--- src/rtl/booth_mac_stream_pkg.sv ---
// Shared defaults and saturating-add helpers for the streaming Booth MAC.
package booth_mac_stream_pkg;

    localparam int WIDTH_DEF = 10;
    localparam int ACC_W_DEF = 24;
    localparam int CNT_W_DEF = 8;
    localparam int SUM_W     = 64;

    function automatic logic signed [SUM_W-1:0] sat_max(input int w);
        return (64'sd1 <<< (w - 1)) - 64'sd1;
    endfunction

    function automatic logic signed [SUM_W-1:0] sat_min(input int w);
        return -(64'sd1 <<< (w - 1));
    endfunction

    function automatic logic add_ovf(
        input logic signed [SUM_W-1:0] x,
        input logic signed [SUM_W-1:0] y,
        input int                      w
    );
        logic signed [SUM_W-1:0] s;
        s = x + y;
        return (s > sat_max(w)) || (s < sat_min(w));
    endfunction

    // Wide add then clamp to a w-bit signed range.
    function automatic logic signed [SUM_W-1:0] sat_add(
        input logic signed [SUM_W-1:0] x,
        input logic signed [SUM_W-1:0] y,
        input int                      w
    );
        logic signed [SUM_W-1:0] s;
        s = x + y;
        if (s > sat_max(w)) begin
            return sat_max(w);
        end
        if (s < sat_min(w)) begin
            return sat_min(w);
        end
        return s;
    endfunction

endpackage

--- src/rtl/Multi_Booth_signed_even.sv ---
// Combinational radix-4 Booth signed multiplier; width must be even.
module Multi_Booth_signed_even #(
    parameter int width = 10
) (
    input  logic signed [width-1:0]   a,
    input  logic signed [width-1:0]   b,
    output logic signed [2*width-1:0] p
);

    logic        [width:0]       bx;
    logic signed [2*width-1:0]   ax;
    logic signed [2*width-1:0]   pp;
    logic signed [2*width-1:0]   sum;

    always_comb begin
        bx  = {b, 1'b0};
        ax  = (2*width)'(a);
        sum = '0;
        pp  = '0;
        for (int i = 0; i < width / 2; i++) begin
            pp = '0;
            unique case (bx[2*i +: 3])
                3'b001, 3'b010: pp = ax;
                3'b011:         pp = ax <<< 1;
                3'b100:         pp = -(ax <<< 1);
                3'b101, 3'b110: pp = -ax;
                default:        pp = '0;
            endcase
            sum = sum + (pp <<< (2 * i));
        end
        p = sum;
    end

endmodule

--- src/rtl/booth_mac_stream.sv ---
// Streaming signed dot-product: operand reg, Booth product reg, saturating
// accumulator and a held result register behind a valid/ready output.
module booth_mac_stream
    import booth_mac_stream_pkg::*;
#(
    parameter int WIDTH = WIDTH_DEF,
    parameter int ACC_W = ACC_W_DEF,
    parameter int CNT_W = CNT_W_DEF
) (
    input  logic                    clk,
    input  logic                    rst_n,
    input  logic                    clr,
    input  logic                    in_valid,
    output logic                    in_ready,
    input  logic signed [WIDTH-1:0] in_a,
    input  logic signed [WIDTH-1:0] in_b,
    input  logic                    in_last,
    output logic                    out_valid,
    input  logic                    out_ready,
    output logic signed [ACC_W-1:0] out_acc,
    output logic [CNT_W-1:0]        out_count,
    output logic                    out_sat
);

    logic                      adv;
    logic                      v0;
    logic                      v1;
    logic                      last0;
    logic                      last1;
    logic signed [WIDTH-1:0]   a_q;
    logic signed [WIDTH-1:0]   b_q;
    logic signed [2*WIDTH-1:0] prod;
    logic signed [2*WIDTH-1:0] p_q;
    logic signed [ACC_W-1:0]   acc;
    logic signed [ACC_W-1:0]   sum;
    logic [CNT_W-1:0]          count;
    logic [CNT_W-1:0]          cnt_nxt;
    logic                      sat;
    logic                      ovf;
    logic                      done;

    Multi_Booth_signed_even #(
        .width(WIDTH)
    ) u_mult (
        .a(a_q),
        .b(b_q),
        .p(prod)
    );

    // Only a finished vector blocked by an unread result stalls the pipe.
    assign adv      = !(v1 && last1 && out_valid && !out_ready);
    assign in_ready = adv;
    assign done     = adv && v1 && last1;

    always_comb begin
        sum     = ACC_W'(sat_add(SUM_W'(acc), SUM_W'(p_q), ACC_W));
        ovf     = add_ovf(SUM_W'(acc), SUM_W'(p_q), ACC_W);
        cnt_nxt = (count == {CNT_W{1'b1}}) ? count : count + 1'b1;
    end

    always_ff @(posedge clk or negedge rst_n) begin
        if (!rst_n) begin
            a_q <= '0;
            b_q <= '0;
            p_q <= '0;
        end else if (adv) begin
            if (in_valid) begin
                a_q <= in_a;
                b_q <= in_b;
            end
            p_q <= prod;
        end
    end

    always_ff @(posedge clk or negedge rst_n) begin
        if (!rst_n) begin
            v0        <= 1'b0;
            v1        <= 1'b0;
            last0     <= 1'b0;
            last1     <= 1'b0;
            acc       <= '0;
            count     <= '0;
            sat       <= 1'b0;
            out_valid <= 1'b0;
            out_acc   <= '0;
            out_count <= '0;
            out_sat   <= 1'b0;
        end else if (clr) begin
            v0        <= 1'b0;
            v1        <= 1'b0;
            last0     <= 1'b0;
            last1     <= 1'b0;
            acc       <= '0;
            count     <= '0;
            sat       <= 1'b0;
            out_valid <= 1'b0;
            out_acc   <= '0;
            out_count <= '0;
            out_sat   <= 1'b0;
        end else begin
            if (adv) begin
                v0    <= in_valid;
                v1    <= v0;
                last1 <= last0;
                if (in_valid) begin
                    last0 <= in_last;
                end
                if (v1 && last1) begin
                    out_acc   <= sum;
                    out_count <= cnt_nxt;
                    out_sat   <= sat | ovf;
                    acc       <= '0;
                    count     <= '0;
                    sat       <= 1'b0;
                end else if (v1) begin
                    acc   <= sum;
                    count <= cnt_nxt;
                    sat   <= sat | ovf;
                end
            end
            if (done) begin
                out_valid <= 1'b1;
            end else if (out_ready) begin
                out_valid <= 1'b0;
            end
        end
    end

endmodule

--- config.mk ---
export PLATFORM = sky130hd
export DESIGN_NAME = booth_mac_stream
export DESIGN_NICKNAME = d
export VERILOG_FILES = /design/src/rtl/booth_mac_stream_pkg.sv /design/src/rtl/Multi_Booth_signed_even.sv /design/src/rtl/booth_mac_stream.sv
export SDC_FILE = /design/constraint.sdc
export NUM_CORES = 1
export LEC_CHECK = 0
export ABC_CLOCK_PERIOD_IN_PS = 5650
export CAP_MARGIN = 20
export CORE_MARGIN = 1.5
export CORE_UTILIZATION = 35
export DETAILED_ROUTE_END_ITERATION = 16
export PLACE_DENSITY = 0.62
export SYNTH_ARGS = -nofsm -noshare
export SYNTH_HDL_FRONTEND = slang
export SYNTH_HIERARCHICAL = 1
export SYNTH_SLANG_ARGS = --single-unit
--- constraint.sdc ---
create_clock -name clk -period 5.65 [get_ports clk]
set_input_delay 1.4125 -clock clk [delete_from_list [all_inputs] [get_ports clk]]
set_output_delay 1.4125 -clock clk [all_outputs]
set_load 0.1 [all_outputs]
==> flow_summary.toml <==
[yosys]
yosys.area.top_type = "dfrtp_1"
synth_seq_cells = 111
yosysTopAreaCellShare_pct = 28.1
synth_ff_type = "dfrtp_1"
yosys.cell_count.top_type = "dfrtp_1"
synth.avg_cell_area_sq_um = 8.88
synth.area.top_cells = "dfrtp_1 28%, fa_1 8.3%, ha_1 6.2%"
synth_edf_count = 0
ys_warn_count = 6
syn_nets = 1231
async_flop_share_pct = 100
ys_seq_area_share_pct = 28.1
netlist_area_sq_um = 9900
netlist_instances = 1115
synthDistinctLibCells = 77
yosys-top-cells-count = "111 x dfrtp_1, 109 x nand2_1, 89 x nor2_1, 83 x o21ai_0, 73 x a21oi_1"

[route]
highest_layer = "met4"
num_vias = 8616
wl_mm = 27.2
antenna_left = 0
wl_per_cell_um = 17.5
wl_met2_mm = 12.7
wl_met1_mm = 12.3
drtPass1Iterations = 5
viasPerCell = 5.54
initialDrtViolationCount = 620
wl_met3_mm = 1.62
drc = 0

[clock_network]
clock_latency_ns = 0.37
cts-root-buf = "clkbuf_16"
htree_num_levels = 3
clock_sinks = 111
tritoncts = "built"
clk_path_buf_depth = 2
cts_buffers = 9
clk_pin_slew_ns = 0.09

[pwr]
p_total_uw = 6100
p_leak_uw = 0.00513
p_per_area_nw_per_um2 = 530
peakVddDrop_mv = 0.390

[min_path]
holdPathEnd = "sat"
holdPathStages = 2
hold_start = "sat"
hp-class = "flip-flop to flip-flop"

[cells_and_area]
drive_gt1_share_pct = 14.3
final_area_sq_um = 11500
layout.cells.non_filler = 1554
n_antenna_cell = 0
syn2layout_area_growth_pct = 16.1
nets = 1287

[die]
die_w_um = 171
top_level_ports = 61
row_count = 61
die_height_um = 171
dieArea_sq_um = 29300
start_util_pct = 35.6
core_area_sq_um = 27800

[grt]
antenna_found_initial = 0
grt_start_max_net_pins = 77
grt_usage_pct = 19.2
grt_pass1_wl_mm = 44.2
grt_pass1_vias = 8274
grt-ovfl-total = 0

[critical_path]
crit_slowest_cell = "fa_1"
cp.required_ns = 5.91
critical_path_class = "flip-flop to flip-flop"
reg2reg_slack_ns = 0.21
critPathMaxStageDelay_ns = 0.45
path_max_fanout = 7
start_kind = "flip-flop"
r2r-start = "a_q[1]"
crit_chain = "inv_1 -> ha_1 -> buf_4 -> inv_1 -> or3_1 -> o211ai_1 -> o21ai_0 -> o21ai_0 -> a32oi_1 -> fa_1 -> inv_1 -> fa_1 -> ha_1 -> ha_1 -> a21o_1 -> a21oi_1 -> o21ai_0 -> a221o_1 -> a31o_2 -> nand4b_1 -> o311ai_1 -> mux2_2"
cp.arrival_ns = 5.69
critPathCaptureType = "flip-flop"
reg2reg_depth = 22
rr_endpoint = "p_q[18]"

[sta]
period_minus_slack_ns = 5.44
rsz0062_at_grt = "true"
slew_headroom_pct = 33.5
worst_clock_skew_ns = 0.0118
setup_viol_count_final = 0
fin_crit_sh_pct = 96.2
maxSlewViolCount = 0
worst_slack_ns = 0.215
worst_pin_slew_ns = 0.995
final.setup.tns_ns = 0
hold_viol_final = 0
fmax_mhz = 184

[outcome]
status = "completed"

[place]
dp_slack_ns = 0.188
dp_hpwl_mm = 20.5
place_area_sq_um = 11100
dp.cells = 1537
portBuffers = 60
gp_congestion = 0.921

[job]
drv_cap = 0
[routing by layer]
layer / GRT usage [%] / vias up
met1: 26.4 / 4186
met5: 0 / -
met2: 30.7 / 290
met4: 6.75 / 0
met3: 2.97 / 41
li1: - / 4099
[state kept, by name, summed over array words and instances (netlist names)]
register / cells
out_sat: 1
count: 8
v0: 1
out_acc: 24
sat: 1
v1: 1
acc: 24
p_q: 20
a_q: 10
b_q: 10
out_valid: 1
last0: 1
out_count: 8
last1: 1
[worst max-delay path: cells and delay by family (launching register included)]
family / cells / cell delay, ns
muxes: 1 / 0.27
and+or+nand+nor: 2 / 0.48
AOI/OAI and AO/OA: 10 / 2.02
buffers and inverters: 4 / 0.46
adders and majority gates: 5 / 1.71
DFF: 1 / 0.38
[what timing repair did]
item / 4_1_cts / 5_1_grt
setup endpoints to repair: 0 / 4
gates resized for setup: 0 / 15
setup buffers: 0 / 0
hold buffers: 0 / 0
[cell usage in the layout, fill, tap and decap left out, types with 29 or more instances in the layout]
| master | n |
|---|---|
| a21oi_1 | 67 |
| buf_4 | 65 |
| clkdlybuf4s50_1 | 58 |
| dfrtp_1 | 111 |
| fa_1 | 41 |
| ha_1 | 48 |
| inv_1 | 63 |
| mux2_2 | 40 |
| nand2_1 | 108 |
| nor2_1 | 89 |
| o21ai_0 | 81 |
| xnor2_1 | 32 |
| xor2_1 | 29 |
[per-stage QoR]
| step | hold slack [ns] | utilization, % |
|---|---|---|
| after floorplan | 0.451 | - |
| after global routing | 0.537 | 41.4 |
| final | 0.501 | 41.4 |
| after global placement | 0.463 | 39.9 |
| after CTS | 0.504 | 41.1 |
| after detailed placement | 0.483 | 39.9 |
[how the worst max path moves through the flow]
stage	startpoint	endpoint	cells past startpoint
floorplan	a_q[0]	p_q[18]	24
global placement	a_q[2]	p_q[17]	21
detailed placement	a_q[2]	p_q[17]	21
CTS	a_q[2]	p_q[17]	21
global route	a_q[1]	p_q[17]	22
finish	a_q[1]	p_q[18]	22
[area by class of cell]
class / instances / area [sq um]
Fill cell: 2784 / 16300
Multi-Input combinational cell: 862 / 6610
Sequential cell: 111 / 2780
Timing Repair Buffer: 124 / 1090
Tap cell: 378 / 473
Inverter: 63 / 236
Clock buffer: 9 / 225
Clock inverter: 7 / 93.8
[where the power goes]
part | switching [uW] | internal [uW]
clock | 373 | 322
combinational | 2320 | 2000
sequential | 116 | 967
[cells by family after synthesis]
group / count (synthesis) / synth area share, %
AND/OR/NAND/NOR: 295 / 14.1
flip-flops: 111 / 28.1
multiplexers: 53 / 5.86
XOR/XNOR: 70 / 6.63
AO/OA/AOI/OAI: 352 / 24.7
adder cells (fa/ha/maj): 92 / 14.7
buffers and inverters: 142 / 5.99
No activity file was read; power rests on OpenSTA's default activity.
